## src/rtl/shift_chain_sched.sv

```systemverilog
// Two-requester scheduler driving an N-stage load/shift chain.
// It grants jobs round-robin, loads the job word, shifts it shamt times, then pulses done.
module shift_chain_sched #(
  parameter int N  = 4,
  parameter int CW = 3
) (
  input  logic          clk,
  input  logic          resetn,
  input  logic          req0_valid,
  input  logic          req1_valid,
  input  logic [N-1:0]  req0_data,
  input  logic [N-1:0]  req1_data,
  input  logic [CW-1:0] req0_shamt,
  input  logic [CW-1:0] req1_shamt,
  output logic          req0_ready,
  output logic          req1_ready,
  input  logic          w_in,
  output logic          E,
  output logic          L,
  output logic [N-1:0]  Q,
  output logic          serial_out,
  output logic          busy,
  output logic          done,
  output logic          done_id,
  output logic [1:0]    state_dbg
);

  // Handshake: in IDLE a requester's job is taken in any cycle where its
  // valid and its ready are both high; ready is never high outside IDLE.
  typedef enum logic [1:0] {
    IDLE  = 2'd0,
    LOAD  = 2'd1,
    SHIFT = 2'd2,
    DONE  = 2'd3
  } state_t;

  state_t        state_q;
  logic [N-1:0]  r_q;
  logic [CW-1:0] shamt_q;
  logic [CW-1:0] cnt_q;
  logic          owner_q;
  logic          last_q;
  logic          e_q;
  logic          l_q;
  logic          done_q;
  logic          busy_q;
  logic [N-1:0]  q_q;
  logic [N-1:0]  q_d;
  logic [N-1:0]  w_vec;

  logic gnt0_d;
  logic gnt1_d;
  logic accept_d;

  // last_q names the requester granted most recently; the other one wins a tie.
  always_comb begin
    gnt0_d   = req0_valid & (~req1_valid | last_q);
    gnt1_d   = req1_valid & (~req0_valid | ~last_q);
    accept_d = (state_q == IDLE) & (gnt0_d | gnt1_d);
  end

  always_ff @(posedge clk) begin
    if (!resetn) begin
      state_q <= IDLE;
      r_q     <= '0;
      shamt_q <= '0;
      cnt_q   <= '0;
      owner_q <= 1'b0;
      last_q  <= 1'b1;
      e_q     <= 1'b0;
      l_q     <= 1'b0;
      done_q  <= 1'b0;
      busy_q  <= 1'b0;
    end else begin
      case (state_q)
        IDLE: begin
          if (accept_d) begin
            state_q <= LOAD;
            r_q     <= gnt1_d ? req1_data : req0_data;
            shamt_q <= gnt1_d ? req1_shamt : req0_shamt;
            owner_q <= gnt1_d;
            last_q  <= gnt1_d;
            l_q     <= 1'b1;
            busy_q  <= 1'b1;
          end
        end
        LOAD: begin
          l_q   <= 1'b0;
          cnt_q <= shamt_q;
          if (shamt_q == '0) begin
            state_q <= DONE;
            done_q  <= 1'b1;
          end else begin
            state_q <= SHIFT;
            e_q     <= 1'b1;
          end
        end
        SHIFT: begin
          cnt_q <= cnt_q - CW'(1);
          if (cnt_q == CW'(1)) begin
            state_q <= DONE;
            e_q     <= 1'b0;
            done_q  <= 1'b1;
          end
        end
        DONE: begin
          state_q <= IDLE;
          done_q  <= 1'b0;
          busy_q  <= 1'b0;
        end
        default: begin
          state_q <= IDLE;
        end
      endcase
    end
  end

  // Stage N-1 takes w_in, every other stage takes its upper neighbour (N >= 2).
  always_comb begin
    w_vec = {w_in, q_q[N-1:1]};
    if (l_q)
      q_d = r_q;
    else if (e_q)
      q_d = w_vec;
    else
      q_d = q_q;
  end

  always_ff @(posedge clk) begin
    if (!resetn)
      q_q <= '0;
    else
      q_q <= q_d;
  end

  // Gating with resetn keeps the chain controls and done quiet while reset is held.
  assign req0_ready = resetn & (state_q == IDLE) & gnt0_d;
  assign req1_ready = resetn & (state_q == IDLE) & gnt1_d;
  assign E          = e_q & resetn;
  assign L          = l_q & resetn;
  assign done       = done_q & resetn;
  assign done_id    = owner_q;
  assign busy       = busy_q;
  assign Q          = q_q;
  assign serial_out = q_q[0];
  assign state_dbg  = state_q;

endmodule

```

## config.mk

```make
export PLATFORM = sky130hd
export DESIGN_NAME = shift_chain_sched
export DESIGN_NICKNAME = d
export VERILOG_FILES = /design/src/rtl/shift_chain_sched.sv
export SDC_FILE = /design/constraint.sdc
export NUM_CORES = 1
export LEC_CHECK = 0
export CORE_MARGIN = 2
export CORE_UTILIZATION = 50
export DETAILED_ROUTE_END_ITERATION = 16
export DONT_BUFFER_PORTS = 1
export GPL_TIMING_DRIVEN = 0
export PLACE_DENSITY = 0.73
export SLEW_MARGIN = 20
export SYNTH_ARGS = -nofsm -noshare
export SYNTH_HDL_FRONTEND = slang
export SYNTH_SLANG_ARGS = --single-unit
```

## constraint.sdc

```tcl
create_clock -name clk -period 4.6 [get_ports clk]
set_clock_uncertainty 0.15 [all_clocks]
set_input_delay 0.92 -clock clk [delete_from_list [all_inputs] [get_ports clk]]
set_output_delay 0.92 -clock clk [all_outputs]
set_load 0.05 [all_outputs]
```

Word-level counts from Yosys, hierarchy flattened:

Index checks and enable logic that the tools add are counted.
Widths: inputs -> output; s select.

* output and inout bits: 14
* word-level logic and storage cells: 66
* register bits: 22

* bitwise logic cells: 15
* eq/ne operators: 8
* $add $sub $neg: 1
* multiplexer cells: 18
* reductions and logical operators: 13

Operators with widths (count)
* $mux 4: 3
* $and 1x1->1: 9
* $ne 2x2->1 const B: 4
* $pmux 2 s4: 1
* $reduce_and 2->1: 4
* $reduce_bool 2->1: 4
* $mux 1: 6
* $pmux 1 s2: 3
* $pmux 3 s2: 1
* $reduce_and 3->1: 2
* $eq 2x2->1 const B: 2
* $mux 2: 2
* $eq 3x1->1 const B: 1
* $logic_not 3->1: 1
* $mux 3: 1
* $not 1->1: 3
* $or 1x1->1: 3
* $pmux 1 s3: 1
* $reduce_bool 3->1: 1
* $sub 3x1->3 const B: 1
* $eq 2x1->1 const B: 1
* $logic_not 2->1: 1

Depth between registers and ports, before layout:

Gate-level depths: netlist of the first run.

* word-level depth: 7
* mapped depth: 7

Worst setup path after synthesis of the first run:

No wires, ideal clock.

* path type: input port to output port
* start point: input resetn
* end point: output req0_ready
* path slack: 1534 ps
* buffers on the path: 1
* data required time: 3530 ps
* arrival: 1996 ps
* cell stages on the path: 3
* cell sequence: clkbuf_1 > nand3_1 > a21oi_1

* cells in the longest elaborated chain, start to end: 2

Ends and longest elaborated chain
* start, declared: RTL line 8 `input logic resetn,`
* $and 1x1->1 (2 in series): RTL line 137 `assign req0_ready = resetn & (state_q == IDLE) & gnt0_d;`
* end, declared: RTL line 15 `output logic req0_ready,`

No other way between the ends.

Final worst setup path of the first run:

* start point: register state_q[0] (netlist: state_dbg[0])
* end point: output req0_ready

* cells in the longest elaborated chain, start to end: 3

Ends and longest elaborated chain
* start, declared: RTL line 37 `state_t state_q;`
* start signal, assigned: RTL line 64 `state_q <= IDLE;`
* start signal, assigned: RTL line 78 `state_q <= LOAD;`
* start signal, assigned: RTL line 91 `state_q <= DONE;`
* $logic_not 2->1: RTL line 137
* $and 1x1->1 (2 in series): RTL line 137

No other way between the ends.

==> results of run 1 <==
## power breakdown
part	internal [mW]	switching, mW
logic	0.133	0.213
registers	0.255	0.114
clock network	0.0880	0.0602
## per-stage QoR
step	setup slack, ns	hold WS, ns
4_1_cts	1.187	0.3610
3_3_place_gp	1.373	0.3189
3_5_place_dp	1.348	0.3294
2_1_floorplan	1.534	0.2991
5_1_grt	1.101	0.3850
6_report	1.186	0.3522
## final timing paths
| kind | start | endpoint | slack (ns) | cells past startpoint |
|---|---|---|---|---|
| worst max-delay path | state_dbg[0] | req0_ready | 1.19 | 5 |
| worst min-delay path | r_q[3] | Q[3] | 0.35 | 2 |
| worst min register to register | r_q[3] | Q[3] | 0.35 | 2 |
| worst max register to register | state_dbg[1] | shamt_q[0] | 2.44 | 7 |
## Yosys cell counts
cell       instances  share of area
a211oi_1           2          0.013
a211oi_2           1          0.011
a21boi_0           2          0.013
a21oi_1            8          0.035
a221oi_1           1         0.0077
a22oi_1            1         0.0066
a22oi_4            1          0.019
a31oi_1            7          0.038
a32oi_1            1         0.0077
and2_1             4          0.022
and3_1             1         0.0055
buf_2              1         0.0044
buf_4              2          0.013
clkbuf_1           5          0.016
dfxtp_1           22           0.39
ha_1               7          0.077
inv_1              7          0.023
mux2i_1            7          0.061
nand2_1           19          0.062
nand2b_1           1         0.0055
nand3_1            1         0.0044
nor2_1            18          0.059
nor2_2             1         0.0055
nor2b_2            1         0.0077
nor3_1             1         0.0044
nor4b_1            1         0.0077
o21a_1             2          0.013
o21ai_0           13          0.057
o2bb2ai_1          1         0.0077
o31a_1             1         0.0077
## cells in the final DEF, fill, tap and decap left out, types with 2 or more instances in the layout
master	netlist	routed
a31oi_1	7	7
nand2_1	19	19
o21a_1	2	2
a211oi_1	2	2
nor2_1	18	18
and2_1	4	4
clkbuf_4	0	3
a21oi_1	8	8
dfxtp_1	22	22
inv_1	7	7
ha_1	7	7
a21boi_0	2	2
o21ai_0	13	13
clkbuf_1	5	5
mux2i_1	7	7
buf_4	2	2
## flip-flops by register name (all words and copies together), names as in the netlist
name       flops
l_q            1
state_dbg      2
cnt_q          3
shamt_q        3
r_q            4
busy           1
done_q         1
last_q         1
Q              4
e_q            1
done_id        1
## metal layers
metal / up-vias / GRT usage / wire (um)
met5: - / 0 / 0
met4: 0 / 0.1009 / 37
met3: 4 / 0.04598 / 125
met2: 27 / 0.2932 / 1107
met1: 446 / 0.2292 / 1088
li1: 496 / - / -
## cell type report
type	instances	area (um^2)	area share
Inverter	7	26.28	0.02134
Clock inverter	1	30.03	0.02439
Clock buffer	3	22.52	0.01829
Tap cell	28	35.03	0.02846
Sequential cell	22	440.4	0.3577
Buffer	8	38.79	0.03150
Multi-Input combinational cell	103	638.1	0.5183
## logic make-up (layout without fill, tap and decap cells)
group                      after synthesis  count (layout)  synth area share
AOI/OAI and AO/OA                       41              41            0.2363
adders and majority gates                7               7           0.07658
buffers and inverters                   15              19           0.05689
DFF                                     22              22            0.3851
muxes                                    7               7           0.06127
and+or+nand+nor                         48              48            0.1838
## critical path, delay by kind of cell (launching register included)
kind	cells	cell delay [ns]
AOI/OAI and AO/OA	1	0.81
adders and majority gates	1	0.17
buffers and inverters	2	0.44
DFF	1	0.52
and+or+nand+nor	1	0.10
==> impl_results.md, run 1 <==
- Initial DRC Count: 25
- Power Dens Cells: 702.2 mW/mm^2
- Netlist cell types: 30
- Clk sink count: 22
- GRT Util Overall: 0.1853
- Clock tree buffer depth: 2
- Outcome: finished, final reports clean
- Initial Utilization: 0.5220
- CP Cell Sequence: inv_1 > ha_1 > buf_2 > nand3_1 > a21oi_1
- DRC: 0
- Non-filler instance count after layout: around 170
- Leak pwr: 0.5101 nW
- CTS buffer count: 3
- GRT overflow: 0
- DP Area: 0.001179 mm^2
- CP peak stage delay: 0.81 ns
- Hold WC Path Type: reg -> reg
- Clock Latency Late Sink: 0.31 ns
- Filler Cell Count: 199
- Initial antenna violation count: 0
- Die Width: 51.83 um
- Worst Path Max Fanout: 9
- I/O pin total: 33
- Ant. Diodes: 0
- Max-Cap Viols: 0
- Post-Synthesis Cell Area: 0.001144 mm^2
- Die area: 0.002686 mm^2
- Crit-path slowest cell: a21oi_1
- Post_cts resized: 0
- Final cycle utilization of the critical path: 0.7421
- Largest net degree at the start of global routing: 14
- WL/cell: 13.72 um
- Fin Setup TNS: 0 ns
- Final-report max-slew violation count: 0
- Layout Nets: 171
- Mapped Cells: 140
- Syn Nets: about 170
- Tmin final: 3.414 ns
- Postcts setup bufs: 0
- GP Congestion: 0.8316
- Final Setup Violations: 0
- P&R area growth vs syn: 7.659%
- Critical path class: reg -> out
- Mean Syn Cell Area: 8.169 um^2
- CP Launch Type: register
- Routed WL: 2359 um
- Reg clk slew, reported paths: between 0.1 and 0.15 ns
- Placement row count: 17
- Drt via density: around 5.7
- Setup repair after global routing missed its margin: false
- CTS tree: built
- Setup crit end kind: primary output
- PortBufs: 0
- First-pass GRT wire length: 3629 um
- Layout cell share with drive strength beyond 1: 0.07639
- Via Count: just under 1,000
- Syn. warnings: 0
- Vias in the first global route: 818
- Die height: 51.83 um
- Worst EP required: 3.53 ns
- Core area: 0.002191 mm^2
- Slew @ Worst Pin: between 1 and 1.5 ns
- #FFs+latches synth: 22
- PnR Total Power: 0.8646 mW
- Hold_buf cts: 0
- Relative slew slack: 0.3122
- Drt first pass iters: 4
- Achievable Freq: between 200 and 300 MHz
- Post-DP HPWL: 1663 um
- Placed Cells incl. Taps: 168
- VDD IR max: 0.0003613 V
- Final core occ: 0.5620
- Final ANT Viol Nets: 0
- Hold Vio Cnt, Final: 0
- Sequential area share after synthesis: 0.3851
- Worst EP arrival: 2.34 ns
- H-Tree Depth: 1
- Design area: roughly 0.0012 mm^2
- Clock Tree Root: clkbuf_4
(Power assumes the default switching activity.)
==> inputs of run 2 (changes only) <==
clock period = 3.39 ns   (was 4.6 ns; I/O delays follow)
==> results of run 2 <==
Same layout as run 1 (identical final DEF). Status: finished, final reports clean.
Main changes from that run: setup slack after placement 1.348 ns -> 0.5773 ns; setup slack after layout 1.186 ns -> 0.2181 ns; register-to-register setup slack 2.44 ns -> 1.23 ns; total power 0.8646 mW -> 1.173 mW; worst IR drop on VDD 0.0003613 V -> 0.0004903 V
